==> src/rtl/mux4_arbiter_if.sv <==
// Bus bundle between four requesters and the mux4 arbiter.
// master = requester side, slave = arbiter side.
interface mux4_arbiter_if;
  logic [3:0] req;
  logic [3:0] d;
  logic [3:0] gnt;
  logic [1:0] sel;
  logic       z;
  logic       valid;

  modport master (output req, output d, input gnt, input sel, input z, input valid);
  modport slave  (input req, input d, output gnt, output sel, output z, output valid);
endinterface

==> src/rtl/mux4_arbiter.sv <==
// Round-robin arbiter with bounded hold time, steering one of four data bits
// through a mux4 selected by the registered owner index.
module mux4 (
  input  logic       d0,
  input  logic       d1,
  input  logic       d2,
  input  logic       d3,
  input  logic [1:0] sel,
  output logic       z
);
  always_comb begin
    z = d0;
    case (sel)
      2'd0: z = d0;
      2'd1: z = d1;
      2'd2: z = d2;
      2'd3: z = d3;
      default: z = d0;
    endcase
  end
endmodule

module mux4_arbiter #(
  parameter int MAX_HOLD = 4
) (
  input logic           clk,
  input logic           rst,
  mux4_arbiter_if.slave bus
);
  localparam int CW = $clog2(MAX_HOLD + 1);

  typedef enum logic {IDLE, BUSY} state_t;

  state_t          state_reg, state_next;
  logic [1:0]      sel_reg, sel_next;
  logic [1:0]      ptr_reg, ptr_next;
  logic [CW-1:0]   cnt_reg, cnt_next;
  logic [3:0]      gnt_reg, gnt_next;
  logic            valid_reg, valid_next;

  logic [3:0]      own_mask;
  logic [3:0]      cand;
  logic [3:0]      rot_req;
  logic            found;
  logic [1:0]      win_ofs;
  logic [1:0]      winner;

  // The current owner is excluded from candidates so a re-arbitration in BUSY
  // always moves the grant to someone else.
  assign own_mask = 4'b0001 << sel_reg;
  assign cand     = (state_reg == BUSY) ? (bus.req & ~own_mask) : bus.req;

  // rot_req[k] is the candidate k positions after the round-robin pointer.
  genvar gi;
  generate
    for (gi = 0; gi < 4; gi++) begin : g_rot
      localparam logic [1:0] OFS = 2'(gi);
      assign rot_req[gi] = cand[ptr_reg + OFS];
    end
  endgenerate

  always_comb begin
    found   = 1'b0;
    win_ofs = 2'd0;
    for (int i = 3; i >= 0; i--) begin
      if (rot_req[i]) begin
        found   = 1'b1;
        win_ofs = 2'(i);
      end
    end
  end

  assign winner = ptr_reg + win_ofs;

  always_ff @(posedge clk or posedge rst) begin
    if (rst) begin
      state_reg <= IDLE;
      sel_reg   <= 2'd0;
      ptr_reg   <= 2'd0;
      cnt_reg   <= '0;
      gnt_reg   <= 4'b0000;
      valid_reg <= 1'b0;
    end else begin
      state_reg <= state_next;
      sel_reg   <= sel_next;
      ptr_reg   <= ptr_next;
      cnt_reg   <= cnt_next;
      gnt_reg   <= gnt_next;
      valid_reg <= valid_next;
    end
  end

  always_comb begin
    state_next = state_reg;
    sel_next   = sel_reg;
    ptr_next   = ptr_reg;
    cnt_next   = cnt_reg;

    case (state_reg)
      IDLE: begin
        if (found) begin
          state_next = BUSY;
          sel_next   = winner;
          ptr_next   = winner + 2'd1;
          cnt_next   = CW'(1);
        end
      end
      BUSY: begin
        if (!bus.req[sel_reg] || (cnt_reg >= CW'(MAX_HOLD))) begin
          if (found) begin
            sel_next = winner;
            ptr_next = winner + 2'd1;
            cnt_next = CW'(1);
          end else if (!bus.req[sel_reg]) begin
            state_next = IDLE;
          end
          // otherwise the owner is the sole requester and cnt stays saturated
        end else begin
          cnt_next = cnt_reg + CW'(1);
        end
      end
      default: state_next = IDLE;
    endcase

    gnt_next   = (state_next == BUSY) ? (4'b0001 << sel_next) : 4'b0000;
    valid_next = (state_next == BUSY);
  end

  assign bus.gnt   = gnt_reg;
  assign bus.sel   = sel_reg;
  assign bus.valid = valid_reg;

  mux4 u_mux4 (
    .d0  (bus.d[0]),
    .d1  (bus.d[1]),
    .d2  (bus.d[2]),
    .d3  (bus.d[3]),
    .sel (sel_reg),
    .z   (bus.z)
  );
endmodule

==> src/flat_wrapper.sv <==
// flat-port wrapper written by rule: the top's interface ports become plain ports
module mux4_arbiter_flat 
#(
  parameter int MAX_HOLD = 4
)
  (clk, rst, bus_req, bus_d, bus_gnt, bus_sel, bus_z, bus_valid);
  mux4_arbiter_if bus_i ();
  input logic clk;
  input logic rst;
  input wire logic [$bits(bus_i.req)-1:0] bus_req;
  input wire logic [$bits(bus_i.d)-1:0] bus_d;
  output wire logic [$bits(bus_i.gnt)-1:0] bus_gnt;
  output wire logic [$bits(bus_i.sel)-1:0] bus_sel;
  output wire logic [$bits(bus_i.z)-1:0] bus_z;
  output wire logic [$bits(bus_i.valid)-1:0] bus_valid;
  assign bus_i.req = bus_req;
  assign bus_i.d = bus_d;
  assign bus_gnt = bus_i.gnt;
  assign bus_sel = bus_i.sel;
  assign bus_z = bus_i.z;
  assign bus_valid = bus_i.valid;
  mux4_arbiter #(.MAX_HOLD(MAX_HOLD)) u_core (.clk(clk), .rst(rst), .bus(bus_i));
endmodule
==> config.mk <==
export PLATFORM = sky130hd
export DESIGN_NAME = mux4_arbiter_flat
export DESIGN_NICKNAME = d
export VERILOG_FILES = /design/src/rtl/mux4_arbiter_if.sv /design/src/rtl/mux4_arbiter.sv /design/src/flat_wrapper.sv
export SDC_FILE = /design/constraint.sdc
export NUM_CORES = 1
export LEC_CHECK = 0
export CAP_MARGIN = 20
export CELL_PAD_IN_SITES_DETAIL_PLACEMENT = 1
export CELL_PAD_IN_SITES_GLOBAL_PLACEMENT = 1
export CORE_ASPECT_RATIO = 0.6
export CORE_MARGIN = 3
export CORE_UTILIZATION = 30
export DETAILED_ROUTE_END_ITERATION = 6
export PLACE_DENSITY = 0.72
export SLEW_MARGIN = 10
export SYNTH_ARGS = -nofsm -noshare
export SYNTH_HDL_FRONTEND = slang
export SYNTH_SLANG_ARGS = --single-unit
export TNS_END_PERCENT = 10
==> constraint.sdc <==
create_clock -name clk -period 6.4 [get_ports clk]
set_clock_uncertainty 0.05 [all_clocks]
set_input_delay 1.28 -clock clk [delete_from_list [all_inputs] [get_ports clk]]
set_output_delay 1.28 -clock clk [all_outputs]
set_load 0.1 [all_outputs]
==> impl_results.md <==
* Status: complete, no violations
* DPL Wire Length at between 1500 and 2000 µm
* Row Count at 14
* Most crowded layer after global routing: met2
* Filler cells at ~290
* Number of distinct library cell variants in the gate-level netlist after synthesis at 40
* Flip-flop count of the largest register after layout at 4
* Buffers on Ports at 17
* Number of antenna violations at the first check in global routing at 0
* Worst EP required at 5070 ps
* Util after Layout at 0.415
* Clock slew at reported path FFs at about 50 ps
* TritonCTS clock tree: done
* Final-layout setup total negative slack at 0 ps
* Fraction of the mapped netlist area in compound gates at 0.262
* Parity-gate share of the synthesized area counting xor and xnor cells at 0.0318
* Largest family of logic cells by synthesized area: compound AO/OA/AOI/OAI gates
* Root buffer cell: sky130_fd_sc_hd__clkbuf_8
* Most common cell after layout, fill and taps aside: sky130_fd_sc_hd__clkdlybuf4s50_1
* RSZ-0062 raised after global routing: false
* Crit path arrival time at 3130 ps
* Fmax achieved at roughly 0.22 GHz
* Fin. Hold Viols at 0
* Post-CTS Setup Bufs at 0
* Max transition margin at 0.351
* Cell Area, Synth at 827 µm²
* Hold-fix buffer count after cts at 0
* Detailed-route via count at 768
* Maximum number of pins on one net before global-route repair at 13
* R2R depth at 11
* Number of ports placed on the die boundary at 18
* Path category of the worst min-delay check: reg2reg
* Global placement routability congestion at 0.781
* Post-Syn Nets at 98
* Die width at 73.8 µm
* End of the worst register-to-register path: u_core.bus.gnt[3]
* Period utilisation layout at 0.696
* CP endpoint kind: primary output
* Adder-cell area share of the yosys netlist at 0.0303
* Internal reg-to-reg setup slack at 3340 ps
* Leading cell types in the layout, fill and taps excluded: 17 x sky130_fd_sc_hd__clkdlybuf4s50_1, 12 x sky130_fd_sc_hd__dfrtp_1, 11 x sky130_fd_sc_hd__nand2_1
* Total global-route track usage at 0.139
* Critical path capture point: bus_z
* Initial detailed-routing violation count at 31
* Min Clock Period, post-route at 4460 ps
* Max-slew violation count at 0
* Count of antenna-violating nets left after detailed routing at 0
* Number of max-capacitance violations reported at 0
* Launch point of the worst reg-to-reg path: u_core.bus.sel[0]
* Post-route DRC violation count at 0
* Die Ht at ~47 µm
* Wire length of the first global-routing pass at 3510 µm
* GRT met1 Usage at 0.192
* Length of the first detailed-routing pass in iterations at 4
* Setup-failing EPs final at 0
* Mean Syn Cell Area at between 9 and 10 µm²
* Hold path depth at 1
* Beginning of the critical path: bus_d[2]
* Via count of the first global-routing pass at 751
* H-tree levels at 1
* Share of layout cells above drive strength 1 at 0.117
* N_diodes at 0
* CP Max Fanout at 1
* Startpoint class of the critical path: input port
* Simple logic cell fraction of the synthesized area at 0.186
* Average wire length per cell after detail routing at 16.3 µm
* Vias per std cell at 5.69
* Post-synthesis register bit count at 12
* Met2 Resource Use GR at 0.210
* Area enclosed by the die boundary at around 3400 µm²
* Worst slack at placement at around 1900 ps
* Worst-Margin Slew at just under 1000 ps
* Mux contribution to synthesized area at 0.0666
* Overflow left after global routing at 0
* Number of sinks on the clock net at 12
* Starting density of the core at 0.323
* Insertion delay of the later-clocked pin in the worst-skew pair at 230 ps
* YS warnings at 0
* Final worst-path setup slack at between 1500 and 2000 ps
* NumNets Final at ~120
* Std-Cell Core Area at roughly 2600 µm²
* Maximum root-to-sink buffer count at 2
* Post-cts repair resize count at 0
* CTS buffer count at 3
* Kind of critical path: in2out
* Synthesis-to-finish area growth at 28.3%
* Met3 track utilization from global routing at 0.0327
* Share of synthesized area occupied by flip-flops and latches at 0.363
* Routed Wire Length at 2200 µm
* Mapped Cells at 86
cells by family after synthesis:
kind of cell,after synthesis
and+or+nand+nor,28
adders and majority gates,2
AOI/OAI and AO/OA,29
muxes,3
DFF,12
buffers and inverters,9
xor gates and xnor gates,3
cell usage after synthesis (all sizes together):
cell / instances / share of area
o221a: 1 / 0.014
o221ai: 2 / 0.021
a2111o: 1 / 0.014
nand3: 1 / 0.012
or3b: 1 / 0.011
nor2b: 2 / 0.015
nand2: 11 / 0.050
mux4: 2 / 0.054
and3: 1 / 0.014
or2: 1 / 0.0076
nor3: 1 / 0.0060
dfrtp: 12 / 0.36
and2: 2 / 0.015
or3: 1 / 0.0076
o22ai: 1 / 0.0076
xor2: 2 / 0.021
a41oi: 1 / 0.011
a22o: 1 / 0.011
o2bb2ai: 1 / 0.011
o21ai: 4 / 0.024
nand2b: 3 / 0.023
a21boi: 2 / 0.023
mux2i: 1 / 0.012
a31o: 1 / 0.011
a221oi: 3 / 0.032
clkbuf: 1 / 0.0045
nor2: 2 / 0.0091
buf: 3 / 0.033
a211oi: 1 / 0.0091
o31a: 1 / 0.011
nand3b: 1 / 0.0091
ha: 2 / 0.030
xnor2: 1 / 0.011
nand4: 1 / 0.0076
a21oi: 7 / 0.042
inv: 5 / 0.023
a41o: 1 / 0.012
a311oi: 1 / 0.011
per-stage QoR:
step           cell area, µm²  hold slack, ps  cells
6_report                 1060             446    135
2_1_floorplan             827             399     86
3_3_place_gp             1010             420    131
3_5_place_dp             1010             449    131
4_1_cts                  1060             454    135
5_1_grt                  1060             480    135
layout make-up:
cell class / instances / area [µm²] / area share
Timing Repair Buffer: 17 / 170 / 0.160
Tap cell: 32 / 40.0 / 0.0377
Inverter: 5 / 18.8 / 0.0177
Multi-Input combinational cell: 65 / 477 / 0.449
Sequential cell: 12 / 300 / 0.283
Clock buffer: 4 / 55.1 / 0.0519
worst max-delay path, cell delays in order:
cell and delay, ps:
sky130_fd_sc_hd__clkdlybuf4s50_1 420, sky130_fd_sc_hd__mux4_2 450, sky130_fd_sc_hd__clkdlybuf4s50_1 980
per-layer routing:
metal / vias to the layer above / routed length (µm)
met3: 4 / 168
met5: - / 0
li1: 357 / -
met1: 377 / 1070
met2: 30 / 938
met4: 0 / 22
worst min-delay path by stage:
stage | from | end | slack (ps)
finish | u_core.cnt_reg[0] | u_core.cnt_reg[0] | 450
global route | u_core.cnt_reg[0] | u_core.cnt_reg[0] | 480
CTS | u_core.cnt_reg[0] | u_core.cnt_reg[0] | 450
detailed placement | u_core.cnt_reg[0] | u_core.cnt_reg[0] | 450
global placement | u_core.cnt_reg[0] | u_core.cnt_reg[0] | 420
floorplan | u_core.cnt_reg[0] | u_core.cnt_reg[0] | 400
Power is left out: the tool's default activity adds up to more than one toggle a clock period on the data nets, which glitch-free logic cannot reach.
